==> config.mk <==
export PLATFORM = sky130hd
export DESIGN_NAME = writeback_arbiter
export DESIGN_NICKNAME = d
export VERILOG_FILES = /design/src/rtl/writeback_arbiter.sv
export SDC_FILE = /design/constraint.sdc
export NUM_CORES = 1
export LEC_CHECK = 0
export ABC_AREA = 0
export BUFFER_PORTS_ARGS = -buffer_cell sky130_fd_sc_hd__buf_4
export CAP_MARGIN = 5
export CORE_ASPECT_RATIO = 0.5
export CORE_MARGIN = 1.5
export CORE_UTILIZATION = 51
export DETAILED_ROUTE_END_ITERATION = 6
export HOLD_SLACK_MARGIN = 0.02
export PLACE_DENSITY_LB_ADDON = 0.1
export SYNTH_ARGS = -nofsm -noshare
export SYNTH_HDL_FRONTEND = slang
export SYNTH_SLANG_ARGS = --single-unit
==> constraint.sdc <==
create_clock -name clk -period 2.9 [get_ports clk]
set_clock_uncertainty 0.1 [all_clocks]
set_input_delay 0.58 -clock clk [delete_from_list [all_inputs] [get_ports clk]]
set_output_delay 0.58 -clock clk [all_outputs]
set_load 0.005 [all_outputs]
==> src/rtl/writeback_arbiter.sv <==
// Register-file writeback arbiter: merges ALU and long-latency results onto one write port, R15 goes to the PC port.
// Latency: ALU result 1 cycle to WE; long-latency result at least 2 cycles from handshake, via the FIFO.
// Backpressure: ALU is never stalled; long-latency unit sees lu_ready low when the FIFO is full or in reset.
module writeback_arbiter #(
    parameter int DATA_WIDTH = 32,
    parameter int FIFO_DEPTH = 4
) (
    input  logic                          clk,
    input  logic                          reset,

    // single-cycle ALU result, no backpressure
    input  logic                          alu_valid,
    input  logic [3:0]                    alu_rd,
    input  logic [DATA_WIDTH-1:0]         alu_result,

    // long-latency unit result, valid/ready handshake
    input  logic                          lu_valid,
    input  logic [3:0]                    lu_rd,
    input  logic [DATA_WIDTH-1:0]         lu_result,
    output logic                          lu_ready,

    // issue / decode side of the scoreboard
    input  logic                          issue_valid,
    input  logic [3:0]                    issue_rd,
    input  logic [3:0]                    rs1,
    input  logic [3:0]                    rs2,
    output logic                          hazard,

    // register-file write port
    output logic                          WE,
    output logic [3:0]                    destination_register,
    output logic [DATA_WIDTH-1:0]         WD,

    // PC update port for writes aimed at R15
    output logic                          pc_write,
    output logic [DATA_WIDTH-1:0]         pc_value,

    output logic [$clog2(FIFO_DEPTH):0]   fifo_count
);

    localparam int PTR_W = $clog2(FIFO_DEPTH);
    localparam int CNT_W = PTR_W + 1;
    localparam logic [3:0] PC_REG = 4'hF;

    // ------------------------------------------------------------------
    // Long-latency result buffer
    // ------------------------------------------------------------------
    logic [3:0]            fifo_rd_q  [FIFO_DEPTH];
    logic [DATA_WIDTH-1:0] fifo_dat_q [FIFO_DEPTH];

    logic [PTR_W-1:0] wr_ptr_q, wr_ptr_d;
    logic [PTR_W-1:0] rd_ptr_q, rd_ptr_d;
    logic [CNT_W-1:0] count_q,  count_d;

    logic fifo_full;
    logic fifo_empty;
    logic fifo_push;
    logic fifo_pop;

    logic [3:0]            head_rd;
    logic [DATA_WIDTH-1:0] head_dat;

    assign fifo_full  = (count_q == CNT_W'(FIFO_DEPTH));
    assign fifo_empty = (count_q == '0);
    assign head_rd    = fifo_rd_q[rd_ptr_q];
    assign head_dat   = fifo_dat_q[rd_ptr_q];

    // Ready is held low during reset so no result is accepted and then discarded.
    assign lu_ready  = !fifo_full && !reset;
    assign fifo_push = lu_valid && lu_ready;

    // ------------------------------------------------------------------
    // Writeback selection and output stage
    // ------------------------------------------------------------------
    logic                  sel_vld;
    logic [3:0]            sel_rd;
    logic [DATA_WIDTH-1:0] sel_dat;

    logic                  we_q,       we_d;
    logic [3:0]            dest_q,     dest_d;
    logic [DATA_WIDTH-1:0] wd_q,       wd_d;
    logic                  pc_write_q, pc_write_d;
    logic [DATA_WIDTH-1:0] pc_value_q, pc_value_d;

    // ------------------------------------------------------------------
    // Pending-destination scoreboard
    // ------------------------------------------------------------------
    logic [15:0] busy_q, busy_d;

    // Fixed priority: ALU first (it cannot wait), otherwise drain the FIFO head.
    // The pop looks at the registered count, so an entry pushed this cycle is
    // not visible until the next one.
    always_comb begin
        sel_vld  = 1'b0;
        sel_rd   = '0;
        sel_dat  = '0;
        fifo_pop = 1'b0;
        if (alu_valid) begin
            sel_vld = 1'b1;
            sel_rd  = alu_rd;
            sel_dat = alu_result;
        end else if (!fifo_empty) begin
            sel_vld  = 1'b1;
            sel_rd   = head_rd;
            sel_dat  = head_dat;
            fifo_pop = 1'b1;
        end
    end

    // Next output values: R15 is diverted to the PC port, idle cycles hold address/data.
    always_comb begin
        we_d       = 1'b0;
        pc_write_d = 1'b0;
        dest_d     = dest_q;
        wd_d       = wd_q;
        pc_value_d = pc_value_q;
        if (sel_vld) begin
            if (sel_rd == PC_REG) begin
                pc_write_d = 1'b1;
                pc_value_d = sel_dat;
            end else begin
                we_d   = 1'b1;
                dest_d = sel_rd;
                wd_d   = sel_dat;
            end
        end
    end

    // Next FIFO pointers and occupancy; simultaneous push and pop leaves the count unchanged.
    always_comb begin
        wr_ptr_d = wr_ptr_q;
        rd_ptr_d = rd_ptr_q;
        count_d  = count_q;
        if (fifo_push) begin
            wr_ptr_d = wr_ptr_q + PTR_W'(1);
        end
        if (fifo_pop) begin
            rd_ptr_d = rd_ptr_q + PTR_W'(1);
        end
        case ({fifo_push, fifo_pop})
            2'b10:   count_d = count_q + CNT_W'(1);
            2'b01:   count_d = count_q - CNT_W'(1);
            default: count_d = count_q;
        endcase
    end

    // Scoreboard update: retire the popped entry, then apply the issue so a
    // same-register set in the same cycle wins. ALU writes are not tracked.
    always_comb begin
        busy_d = busy_q;
        if (fifo_pop) begin
            busy_d[head_rd] = 1'b0;
        end
        if (issue_valid) begin
            busy_d[issue_rd] = 1'b1;
        end
    end

    // Hazard looks only at the registered busy bits: a same-cycle retire is not bypassed.
    assign hazard = busy_q[rs1] | busy_q[rs2] | busy_q[issue_rd];

    // FIFO storage; contents need no reset because the pointers and count define validity.
    always_ff @(posedge clk) begin
        if (fifo_push) begin
            fifo_rd_q[wr_ptr_q]  <= lu_rd;
            fifo_dat_q[wr_ptr_q] <= lu_result;
        end
    end

    // FIFO control and scoreboard registers; reset drops everything in flight.
    always_ff @(posedge clk) begin
        if (reset) begin
            wr_ptr_q <= '0;
            rd_ptr_q <= '0;
            count_q  <= '0;
            busy_q   <= '0;
        end else begin
            wr_ptr_q <= wr_ptr_d;
            rd_ptr_q <= rd_ptr_d;
            count_q  <= count_d;
            busy_q   <= busy_d;
        end
    end

    // Write-port and PC-port output registers, stable by the following falling edge.
    always_ff @(posedge clk) begin
        if (reset) begin
            we_q       <= 1'b0;
            dest_q     <= '0;
            wd_q       <= '0;
            pc_write_q <= 1'b0;
            pc_value_q <= '0;
        end else begin
            we_q       <= we_d;
            dest_q     <= dest_d;
            wd_q       <= wd_d;
            pc_write_q <= pc_write_d;
            pc_value_q <= pc_value_d;
        end
    end

    assign WE                   = we_q;
    assign destination_register = dest_q;
    assign WD                   = wd_q;
    assign pc_write             = pc_write_q;
    assign pc_value             = pc_value_q;
    assign fifo_count           = count_q;

endmodule

# After elaboration in Yosys (flattened, before gate mapping)
# Memory sizes are Yosys's and may differ from the RTL's. A register that Yosys moved wholly into a read port is not among the register bits.
# Cells that the tools add are included.
[word_totals]
regBits = 93
ramBits = 144
in_bits = 89
out_inout_bits = 75
elab_cells = 71
mem_count = 2
[classes]
addsub = 4
n_lt_le_gt_ge = 6
eq_ne = 4
n_mux = 28
bitwise = 7
reduce_logical = 11
[mem_list]
columns = ["name", "depth", "width", "rd", "rd_ports_with_merged_regs", "wr", "line_no", "text"]
rows = [
  ["fifo_dat_q", 4, 32, 1, 1, 1, "49", "logic [DATA_WIDTH-1:0] fifo_dat_q [FIFO_DEPTH];"],
  ["fifo_rd_q", 4, 4, 1, 1, 1, "48", "logic [3:0] fifo_rd_q [FIFO_DEPTH];"],
]
[op_table]
columns = ["cell", "count"]
rows = [
  ["32-bit two-way mux", 2],
  ["16-bit two-way mux", 2],
  ["4-bit by 5-bit < comparator with 1-bit output (second input constant)", 4],
  ["16-bit AND", 1],
  ["16-bit NOT", 1],
  ["16-bit bitwise OR", 1],
  ["1-bit binary-select mux with 4-bit select", 3],
  ["1-bit two-way mux", 12],
  ["1-bit demux with 4-bit select", 2],
  ["4-bit by 1-bit >= comparator with 1-bit output (second input constant)", 2],
  ["2-bit two-way mux", 4],
  ["4-bit two-way mux", 2],
  ["3-bit one-hot mux with 2 select lines", 1],
  ["2-bit by 1-bit adder with 2-bit output (second input constant)", 2],
  ["4-bit equality test (second input constant)", 1],
  ["1-bit logical AND", 4],
  ["2-bit AND reduction", 2],
  ["3-bit by 1-bit adder with 3-bit output (second input constant)", 1],
  ["3-bit equality test (second input constant)", 1],
  ["3-bit zero test", 1],
  ["3-bit by 1-bit subtractor with 3-bit output (second input constant)", 1],
  ["2-bit by 1-bit equality test with 1-bit output (second input constant)", 1],
  ["2-bit equality test (second input constant)", 1],
  ["1-bit zero test", 2],
  ["4 further kinds", 6],
]

# Depth between registers and ports, before layout
[logic_depth]
ltp_word = 9
ltp_mapped = 11
mapped_depth_nobuf = 9

# Worst setup path before layout
# No wires, ideal clock.
[synth_path]
kind = "in2out"
from = "in issue_rd[0]"
to = "out hazard"
arrival_time_ps = 2148
t_required_ps = 2220
setup_slack_ps = 72
path_stages = 5
n_path_buf = 1
path_cell_list = "clkbuf_1 > mux4_2 > mux2_2 > a22o_1 > or3_1"
[synth_between]
elab_chain_len = 3
[synth_rtl]
columns = ["element", "line_no", "text"]
rows = [
  ["start: declaration", "24", "input logic [3:0] issue_rd,"],
  ["1-bit binary-select mux with 4-bit select", "160", "assign hazard = busy_q[rs1] | busy_q[rs2] | busy_q[issue_rd];"],
  ["1-bit two-way mux (not written as such)", "160", ""],
  ["1-bit bitwise OR", "160", ""],
  ["end: declaration", "27", "output logic hazard,"],
]
# No other way between the ends. The select of a mux whose other input is x is not followed.

# Final worst setup path
[layout_path]
from = "reg busy_q[15]"
to = "out hazard"
[layout_between]
elab_chain_len = 4
word_cells_on_any_way = 8
classes_between = "6 x mux; 2 x bitwise"
[layout_rtl]
columns = ["element", "line_no", "text"]
rows = [
  ["start: declaration", "88", "logic [15:0] busy_q, busy_d;"],
  ["start signal: assignment", "181", "busy_q <= busy_d;"],
  ["1-bit binary-select mux with 4-bit select", "160", ""],
  ["1-bit two-way mux (not written as such)", "160", ""],
  ["1-bit bitwise OR", "160", ""],
  ["1-bit bitwise OR (*)", "160", ""],
]
# Every way passes the cells marked *; elsewhere a longest branch is shown, timed or not. The select of a mux whose other input is x is not followed.

==> impl_summary.md <==
Drt
Detailed routing inserted a total of 6,207 vias. Using the TritonRoute via totals, the vias-per-cell ratio works out to 5.98. For this block, the initial DRC count from the detailed router was approximately 400. The routed design has 23,300 um of wire. The total DRC errors in the routed layout is 0. The detail route stage leaves a number of antenna-violating nets equal to 0. In the final routed layout, each cell accounts on average for 22.4 um.

The pre-antenna-repair detailed-routing pass consisted of 5 iterations.

GRT
The first global-routing pass estimated ~35,000 um of wire. The routing usage on met1 is 33.8%. The number of global-route vias before repair was 6,213. For this run, the total global-route usage over all layers was measured as 23.5%. The initial antenna violation count is 0. The largest net degree at the start of global routing is 70.

met2 is the most crowded layer. For this run, global-route usage on met2 was measured as about two fifths. After global routing the overflow that remains totals 0.

The global-route track usage on met3 is 3.71%.

Power and ir drop
The leakage power is around 4.2 nW. For this design the ratio of total power to cell area is 773 nW/um^2. IR analysis of the VDD net gives a maximum drop of about 540 uV.

Yosys
The cell count after synthesis is 612. The cell accounting for the most synthesized area is sky130_fd_sc_hd__edfxtp_1. The count of state elements after synthesis is 239. The synthesized design contains between 100 and 150 enable-type register cells.

Counting flops with an async set or reset pin after synthesis yields a share of 0%. After synthesis, flip-flops and latches occupy 64.2% of the total area. The portion of synthesized cell area occupied by the leading cell type is 44.6%. The most numerous cell in the Yosys netlist is sky130_fd_sc_hd__edfxtp_1.

In the synthesized netlist the dominant register cell turns out to be sky130_fd_sc_hd__edfxtp_1. The post-synthesis cell area is 9700 um^2. Ranked by total cell area, the synthesized netlist is headed by sky130_fd_sc_hd__edfxtp_1, sky130_fd_sc_hd__dfxtp_1, sky130_fd_sc_hd__mux4_2, sky130_fd_sc_hd__a221oi_2, sky130_fd_sc_hd__o2bb2ai_1. After synthesis, the most frequently instantiated cells are sky130_fd_sc_hd__edfxtp_1, sky130_fd_sc_hd__dfxtp_1, sky130_fd_sc_hd__mux4_2.

The number of nets in the synthesized netlist is approximately 710. The number of different library cells used by synthesis comes to 54. The total number of yosys warnings is 0. Averaged over all synthesized cells, the footprint is 15.9 um^2.

Setup path
The worst setup path is captured at a primary output. Walking the worst path, the cells encountered are mux4_2, mux4_2, or3_4, buf_6. The most frequent cell on the critical path is sky130_fd_sc_hd__mux4_2. The type of the worst setup path is register to primary output. For this run, the slowest stage of the critical path takes 0.47 ns. The maximum fanout count along the critical path is 4. The arrival time at the worst endpoint is 2.26 ns.

In this run the critical register-to-register path is launched from fifo_count[2]. Tracing the worst setup path back leads to its startpoint at busy_q[15]. The critical path startpoint category is a register. The data required time of the worst path is 2.22 ns. For this design, the slowest cell found on the critical path is sky130_fd_sc_hd__mux4_2.

Clock network
The total clock buffers created by CTS is 22. Counting along the longest clock path gives a buffer depth of 3. The TritonCTS clock tree is yes. The clock reaches the later pin of the worst-skew pair after 0.52 ns. In this run the number of H-tree levels came out at 1. The cell chosen for the clock root is sky130_fd_sc_hd__clkbuf_16. The number of hold buffers added after CTS was 0. After clock tree synthesis, the clock-pin slew on the worst setup and hold paths is 0.07 ns. The clock net in this run drives a total of 239 sinks. The post-CTS setup buffer count is 0.

Hold path
The worst hold path begins at lu_result[22]. The classification of the worst-slack hold path is primary input to register.

Timing
The share of the clock period used by the worst path is 102%. The setup slack of the critical path after layout is -0.0447 ns. The number of pins with negative max-slew slack in the final report is 0.

The routed design could run at a clock period as short as roughly 3 ns. Setup violations remaining at the end of the flow were counted as 1. For this run, the top clock speed supported by timing is 340 MHz.

Setup repair after global routing could not meet its margin everywhere. Measured against its own limit, the worst slew margin works out to 25.3%. At the pin with the least slew margin, the transition time is 1.12 ns.

The hold violation total from the final report is 0. The setup TNS is -0.0447 ns.

Outcome
The flow ran to the end, but the final reports show violations. The final reports fail on setup timing.

Floorplan
The core region is about 19,000 um^2. The initial cell density of the core is 52.4%. The die is 198 um wide.

After floorplanning, the core was divided into 35 placement rows. The I/O pin count is 164. The floorplan die area is 19,900 um^2. The die is around 100 um tall.

Place
The quantity of I/O buffers inserted on ports is 163. The HPWL after detailed placement is between 10,000 and 15,000 um. The last weighted congestion value of the routability-driven placer is 0.939. After detailed placement, the design holds a cell count of 998.

Cells and area
The number of antenna diodes in the final layout is 0. The final layout contains about 860 nets. In the final layout, the share of cells above drive strength 1 is 41.7%. Excluding fillers, the count of instances in the completed layout stands at around 1,000. Relative to the synthesized area, the layout overhead comes to 24.9%.

Flow run
Across the run, the number of max-cap violations was 0.
-- layout by cell type (no fill, tap or decap), types with 3 or more instances in the layout --
cell and count:
sky130_fd_sc_hd__o21ai_0 17, sky130_fd_sc_hd__a211oi_1 32, sky130_fd_sc_hd__and2_2 5, sky130_fd_sc_hd__clkbuf_8 5, sky130_fd_sc_hd__o21a_1 4, sky130_fd_sc_hd__mux4_2 49, sky130_fd_sc_hd__o221a_2 4, sky130_fd_sc_hd__nor2_1 12
sky130_fd_sc_hd__bufinv_16 4, sky130_fd_sc_hd__clkinv_2 3, sky130_fd_sc_hd__inv_1 10, sky130_fd_sc_hd__a221oi_2 29, sky130_fd_sc_hd__clkbuf_16 24, sky130_fd_sc_hd__buf_12 7, sky130_fd_sc_hd__dfxtp_2 9, sky130_fd_sc_hd__o2bb2ai_1 31
sky130_fd_sc_hd__xnor2_1 3, sky130_fd_sc_hd__a22oi_1 31, sky130_fd_sc_hd__nand2_1 18, sky130_fd_sc_hd__nand3_1 4, sky130_fd_sc_hd__buf_4 171, sky130_fd_sc_hd__edfxtp_1 144, sky130_fd_sc_hd__ha_1 5, sky130_fd_sc_hd__dfxtp_1 86
sky130_fd_sc_hd__a21oi_1 22
-- stage by stage --
step	hold WS [ns]	utilization, %	cell area [um^2]	setup slack (ns)	power (W)
after detailed placement	0.349	60.7	11300	0.0595	0.00617
after CTS	0.145	65.3	12100	-0.0532	0.00943
final	0.157	65.4	12100	-0.0447	0.00937
after floorplan	0.356	-	9700	0.0719	0.00539
after global placement	0.349	60.7	11300	0.0686	0.00614
after global routing	0.142	65.4	12100	-0.118	0.00976
-- per-layer routing --
| metal | part of all wire, % | wire, um | vias to the layer above |
|---|---|---|---|
| li1 | - | - | 2815 |
| met1 | 44 | 10200 | 3160 |
| met2 | 48 | 11200 | 197 |
| met3 | 6.3 | 1470 | 35 |
| met4 | 1.7 | 390 | 0 |
| met5 | 0 | 0 | - |
-- kinds of logic after synthesis --
kind of cell	Yosys count	synth area share, %
XOR/XNOR	5	0.452
AO/OA/AOI/OAI	183	16.0
flip-flops	239	64.2
multiplexers	53	11.8
AND/OR/NAND/NOR	63	3.62
adder cells (fa/ha/maj)	6	0.851
buffers and inverters	63	3.06
-- cell type report --
| class | instances | area, um^2 |
|---|---|---|
| Clock buffer | 31 | 678 |
| Clock inverter | 9 | 169 |
| Fill cell | 1350 | 6410 |
| Inverter | 11 | 41.3 |
| Multi-Input combinational cell | 310 | 3230 |
| Sequential cell | 239 | 6240 |
| Tap cell | 259 | 324 |
| Timing Repair Buffer | 179 | 1440 |
-- worst paths after layout --
| check | to | slack (ns) | depth (start not counted) |
|---|---|---|---|
| max | hazard | -0.04 | 4 |
| min | fifo_dat_q[0][22] | 0.16 | 1 |
| max reg2reg | WD[15] | 0.41 | 7 |
| min reg2reg | WD[27] | 0.37 | 1 |
-- repair_timing --
| item | CTS | global route |
|---|---|---|
| gates resized for setup | 3 | 6 |
| hold endpoints to repair | 0 | 0 |
| setup endpoints to repair | 1 | 1 |
| cloned | 0 | 0 |
-- where the power goes --
part	total (W)	switching [W]	internal, W
Sequential	0.00404	0.000164	0.00387
Clock	0.00329	0.00129	0.00200
Combinational	0.00204	0.00111	0.000937
-- flip-flops by register name (all words and copies together), names as in the netlist, named ones only --
signal / count
destination_register: 4
pc_write: 1
busy_q: 16
WD: 32
fifo_count: 3
WE: 1
pc_value: 32
wr_ptr_q: 2
rd_ptr_q: 2
fifo_rd_q: 16
fifo_dat_q: 128
-- critical path: cells and delay by family (launching register included) --
| kind | cells | cell delay [ns] |
|---|---|---|
| buf+inv | 1 | 0.12 |
| simple gates | 1 | 0.37 |
| mux | 2 | 0.92 |
| flops | 1 | 0.34 |
Power figures use the tool's default switching activity.
